### config.mk
export PLATFORM = sky130hd
export DESIGN_NAME = uart_receiver
export DESIGN_NICKNAME = d
export VERILOG_FILES = /design/src/rtl/uart_pkg.sv /design/src/rtl/uart_bit_timer.sv /design/src/rtl/uart_receiver.sv
export SDC_FILE = /design/constraint.sdc
export NUM_CORES = 1
export LEC_CHECK = 0
export ABC_AREA = 1
export BUFFER_PORTS_ARGS = -buffer_cell sky130_fd_sc_hd__buf_2
export CORE_UTILIZATION = 60
export DETAILED_ROUTE_END_ITERATION = 8
export GPL_TIMING_DRIVEN = 0
export PLACE_DENSITY_LB_ADDON = 0.3
export SLEW_MARGIN = 20
export SYNTH_ARGS = -nofsm -noshare
export SYNTH_HDL_FRONTEND = slang
export SYNTH_SLANG_ARGS = --single-unit
### constraint.sdc
create_clock -name clk -period 2.6 [get_ports clk]
set_clock_uncertainty 0.15 [all_clocks]
set_input_delay 0.13 -clock clk [delete_from_list [all_inputs] [get_ports clk]]
set_output_delay 0.13 -clock clk [all_outputs]
set_load 0.02 [all_outputs]
### src/rtl/uart_pkg.sv
// rtl/uart_pkg.sv - shared UART constants and receiver state encoding
// UART_RX_PARITY_EN adds the PARITY state to the receiver encoding.
package uart_pkg;

  localparam int UART_CLK_HZ_DEFAULT = 25_000_000;
  localparam int UART_BAUD_DEFAULT   = 115_200;

  typedef enum logic [2:0] {
    RX_IDLE      = 3'd0,
    RX_START     = 3'd1,
    RX_DATA      = 3'd2,
`ifdef UART_RX_PARITY_EN
    RX_PARITY    = 3'd3,
`endif
    RX_STOP      = 3'd4,
    RX_WAIT_HIGH = 3'd5
  } uart_rx_state_t;

endpackage

### src/rtl/uart_bit_timer.sv
// rtl/uart_bit_timer.sv - reloadable down-counter with a one-cycle expiry tick
module uart_bit_timer #(
  parameter int CNT_W = 8
) (
  input  logic             clk,
  input  logic             rst,
  input  logic             i_load,
  input  logic [CNT_W-1:0] i_load_val,
  output logic             o_tick
);

  logic [CNT_W-1:0] r_cnt;

  // Tick fires when the count reaches 1, so a load of N yields a tick N cycles later.
  always_ff @(posedge clk) begin
    if (rst) begin
      r_cnt <= '0;
    end else if (i_load) begin
      r_cnt <= i_load_val;
    end else if (r_cnt != '0) begin
      r_cnt <= r_cnt - CNT_W'(1);
    end
  end

  assign o_tick = (r_cnt == CNT_W'(1));

endmodule

### src/rtl/uart_receiver.sv
// rtl/uart_receiver.sv - 8-bit UART receiver, 8N1 by default
// Define UART_RX_PARITY_EN for 8E1 framing with a parity_error pulse.
module uart_receiver
  import uart_pkg::*;
#(
  parameter int CLK_HZ = UART_CLK_HZ_DEFAULT,
  parameter int BAUD   = UART_BAUD_DEFAULT
) (
  input  logic       clk,
  input  logic       rst,
  input  logic       uart_rx,
  output logic [7:0] data,
  output logic       data_valid,
  output logic       framing_error,
  output logic       parity_error
);

  localparam int CLKS_PER_BIT = CLK_HZ / BAUD;
  localparam int HALF_BIT     = CLKS_PER_BIT / 2;
  localparam int CNT_W        = $clog2(CLKS_PER_BIT + 1);
  localparam logic [CNT_W-1:0] FULL_RELOAD = CNT_W'(CLKS_PER_BIT);
  localparam logic [CNT_W-1:0] HALF_RELOAD = CNT_W'(HALF_BIT);

  uart_rx_state_t   r_state;
  uart_rx_state_t   w_next_state;
  logic             r_sync1;
  logic             r_sync2;
  logic             w_rx;
  logic             w_load;
  logic [CNT_W-1:0] w_load_val;
  logic             w_tick;
  logic [7:0]       r_shift;
  logic [2:0]       r_bit_idx;
  logic [7:0]       r_data;
  logic             r_data_valid;
  logic             r_framing_error;
  logic             w_par_err;

  // Synchronizer flops reset high so reset never looks like a start bit.
  always_ff @(posedge clk) begin
    if (rst) begin
      r_sync1 <= 1'b1;
      r_sync2 <= 1'b1;
    end else begin
      r_sync1 <= uart_rx;
      r_sync2 <= r_sync1;
    end
  end

  assign w_rx = r_sync2;

  uart_bit_timer #(
    .CNT_W      (CNT_W)
  ) u_bit_timer (
    .clk        (clk),
    .rst        (rst),
    .i_load     (w_load),
    .i_load_val (w_load_val),
    .o_tick     (w_tick)
  );

  always_ff @(posedge clk) begin
    if (rst) begin
      r_state <= RX_IDLE;
    end else begin
      r_state <= w_next_state;
    end
  end

  always_comb begin
    w_next_state = r_state;
    w_load       = 1'b0;
    w_load_val   = FULL_RELOAD;
    case (r_state)
      RX_IDLE: begin
        if (!w_rx) begin
          w_next_state = RX_START;
          w_load       = 1'b1;
          w_load_val   = HALF_RELOAD;
        end
      end
      RX_START: begin
        if (w_tick) begin
          if (w_rx) begin
            w_next_state = RX_IDLE;
          end else begin
            w_next_state = RX_DATA;
            w_load       = 1'b1;
          end
        end
      end
      RX_DATA: begin
        if (w_tick) begin
          w_load = 1'b1;
          if (r_bit_idx == 3'd7) begin
`ifdef UART_RX_PARITY_EN
            w_next_state = RX_PARITY;
`else
            w_next_state = RX_STOP;
`endif
          end
        end
      end
`ifdef UART_RX_PARITY_EN
      RX_PARITY: begin
        if (w_tick) begin
          w_load       = 1'b1;
          w_next_state = RX_STOP;
        end
      end
`endif
      RX_STOP: begin
        // A good stop sample returns straight to IDLE so a back-to-back start is caught.
        if (w_tick) begin
          w_next_state = w_rx ? RX_IDLE : RX_WAIT_HIGH;
        end
      end
      RX_WAIT_HIGH: begin
        if (w_rx) begin
          w_next_state = RX_IDLE;
        end
      end
      default: w_next_state = RX_IDLE;
    endcase
  end

`ifdef UART_RX_PARITY_EN
  logic r_par_bit;
  logic r_parity_error;

  always_ff @(posedge clk) begin
    if (rst) begin
      r_par_bit      <= 1'b0;
      r_parity_error <= 1'b0;
    end else begin
      r_parity_error <= 1'b0;
      if (r_state == RX_PARITY && w_tick) begin
        r_par_bit <= w_rx;
      end
      if (r_state == RX_STOP && w_tick && w_rx && w_par_err) begin
        r_parity_error <= 1'b1;
      end
    end
  end

  assign w_par_err    = (^r_shift) ^ r_par_bit;
  assign parity_error = r_parity_error;
`else
  assign w_par_err    = 1'b0;
  assign parity_error = 1'b0;
`endif

  always_ff @(posedge clk) begin
    if (rst) begin
      r_shift         <= 8'h00;
      r_bit_idx       <= 3'd0;
      r_data          <= 8'h00;
      r_data_valid    <= 1'b0;
      r_framing_error <= 1'b0;
    end else begin
      r_data_valid    <= 1'b0;
      r_framing_error <= 1'b0;
      if (r_state == RX_START) begin
        r_bit_idx <= 3'd0;
      end
      if (r_state == RX_DATA && w_tick) begin
        r_shift   <= {w_rx, r_shift[7:1]};
        r_bit_idx <= r_bit_idx + 3'd1;
      end
      if (r_state == RX_STOP && w_tick) begin
        if (!w_rx) begin
          r_framing_error <= 1'b1;
        end else if (!w_par_err) begin
          r_data       <= r_shift;
          r_data_valid <= 1'b1;
        end
      end
    end
  end

  assign data          = r_data;
  assign data_valid    = r_data_valid;
  assign framing_error = r_framing_error;

endmodule

==> run metrics <==
Cell Chain, Critical Path=inv_1 -> ha_1 -> nand2_2 -> nor2_4 -> inv_1 -> o21ai_2 -> nor2_1 -> nor2_1; flops & latches, synth=34; antenna-violating nets left=0; GPL Wtd Cong=0.892; Die Wd=54.7 um; Clock Sinks=34; chip height=54.7 um; initial core utilization=65.6%; Slew Viols, Final=0; DRT met1 WL=1.41 mm; Crit path required time=2.74 ns; wirelength, routed=3.27 mm; met2 wire length=1.64 mm; Detail Placement HPWL=2.35 mm; Worst-path clk slew=0.10 ns; final hold vios=0; CP Buf/Inv Count=2; via count=1442; DR WL/cell=12.0 um; Rows=18; most frequent cells in the layout=47 x nor2_1, 34 x dfxtp_1, 29 x nand2_1; Critical Path Stages=8; Slew @ Worst Pin=0.605 ns; Setup TNS=0 ns; Residual DRC=0; first-pass GRT wire length=5.30 mm; arrival time worst endpoint=1.81 ns; CTS max path bufs=2; largest net degree at the start of global routing=11; Ports=14; Area Overhead vs Synth=11.2%; pwr dens=1010 mW/mm^2; CP endpoint kind=register; worst min path class=register to register; slowest cell on the critical path=dfxtp_1; cts repair resizes=0; post-route cell area=0.00186 mm^2; sequential share of the synthesized area=40.8%; Skew-Pair Late Insertion Delay=0.35 ns; final period utilization=64.1%; met3 wire length=153 um; FMAX=600 MHz; final setup fails=0; die area=0.00300 mm^2; DR pass1 iterations=4; initial antenna violation count=0; drt initial violations=31; max layer used=met4; Unique masters post-synth=31; H-tree depth=2; Port Buffers=12; clk root buf=clkbuf_4; CTS hold repair buffers=3; maxcap violations=0; CP Launch Point=u_bit_timer.r_cnt[0]; reg-to-reg startpoint=u_bit_timer.r_cnt[0]; Syn Area/Cell=7.59 um^2; RSZ-0062 raised after global routing=false; # diodes=0; global route total overflow=0; worst-path fanout max=6; Area contributors post-synth=dfxtp_1 41%, nor2_1 11%, nand2_1 6.5%; peak supply drop=0.761 mV; CP Class=register to register; total CTS buffers=5; layout cells sized above 1=25.9%; most common cell after layout, fill and taps aside=nor2_1; routed vias/inst=5.28; Static Leak=0.887 nW; crit-path max cell delay=0.34 ns; R2R depth=8; Post-Synthesis Cells=220; area leader, netlist=dfxtp_1; number of synthesis warnings=0; Core ar.=0.00254 mm^2; delay-heaviest family, CP=simple AND/OR/NAND/NOR gates; Synth Net Count=227; CTS tree=built; Rel. slew slack=59.7%; Area after DPL=0.00177 mm^2; Nets=249; startpoint class of the critical path=register; Synth top area share=40.8%; vias in the first global route=1265; minimum period implied by the final worst setup slack=1.67 ns; R2R setup slack=0.93 ns; synthesized area=0.00167 mm^2; Post-CTS Setup Repair Bufs=0; hold_sp=r_sync1; hold depth=1; total of fill cells in the finished design=201; GRT Total Usage=25.7%; status=complete, no violations
[power breakdown]
part	switching [W]	internal, W	total (W)
combinational	0.000564	0.000317	0.000881
clock	0.000180	0.000131	0.000311
sequential	0.0000795	0.000601	0.000680
total	0.000824	0.00105	0.00187
[layer usage]
metal  up-vias  global-route usage (%)
met3         6                    8.33
met2        35                    44.0
met1       655                    28.3
met5         -                       0
li1        746                       -
met4         0                    12.0
[cell usage after synthesis]
master and n:
nor2_1 47, dfxtp_1 34, nand2_1 29, inv_1 18, o21ai_0 17, nand3_1 9
nand2_2 7, nor2_2 6, a21oi_1 5, nand3_2 5, ha_1 4, inv_2 4
a21oi_2 3, nor2_4 3, nor3_1 3, o21ai_2 3, or2_2 3, buf_1 2
buf_6 2, nand2_4 2, nand4_1 2, nor3_2 2, o21ai_1 2, a31oi_1 1
buf_4 1, clkbuf_1 1, conb_1 1, inv_4 1, nand3_4 1, nor3_4 1
o21a_1 1
[kinds of logic (layout without fill, tap and decap cells)]
logic type	after synthesis	in the layout	share of synthesized area, %
buffers and inverters	29	52	7.80
other	1	1	0.225
DFF	34	34	40.8
AOI/OAI and AO/OA	32	32	11.2
adders and majority gates	4	4	3.00
and+or+nand+nor	120	120	37.0
[sequential cells by signal (all words and copies together), names as in the netlist]
| name | count |
|---|---|
| r_state | 3 |
| r_sync2 | 1 |
| u_bit_timer.r_cnt | 8 |
| r_sync1 | 1 |
| r_shift | 8 |
| data_valid | 1 |
| data | 8 |
| framing_error | 1 |
| r_bit_idx | 3 |
[final timing paths]
path                                             end
worst max register to register  u_bit_timer.r_cnt[7]
worst min-delay path                         r_sync2
worst min register to register               r_sync2
worst max-delay path            u_bit_timer.r_cnt[7]
[cell type report]
type                       instances  area, um^2  share of cell area, %
clock buffer                       7        55.1                   2.96
inverter                          23        88.8                   4.78
buffer                             6        41.3                   2.22
multi-input combinational        157         858                   46.2
tap                               30        37.5                   2.02
timing repair buffer              15        90.1                   4.85
clock inverter                     1        5.00                  0.270
sequential                        34         681                   36.7
[through the flow]
step,total power (W),cells,hold WS (ns),util [%],worst slack [ns]
CTS,0.00188,273,0.267,73.0,0.933
finish,0.00187,273,0.257,73.0,0.933
global route,0.00201,273,0.272,73.0,0.775
detailed placement,0.00156,262,0.170,69.4,0.960
floorplan,0.00141,220,0.0593,-,1.14
global placement,0.00153,262,0.168,69.4,1.01
(Power assumes the default switching activity.)
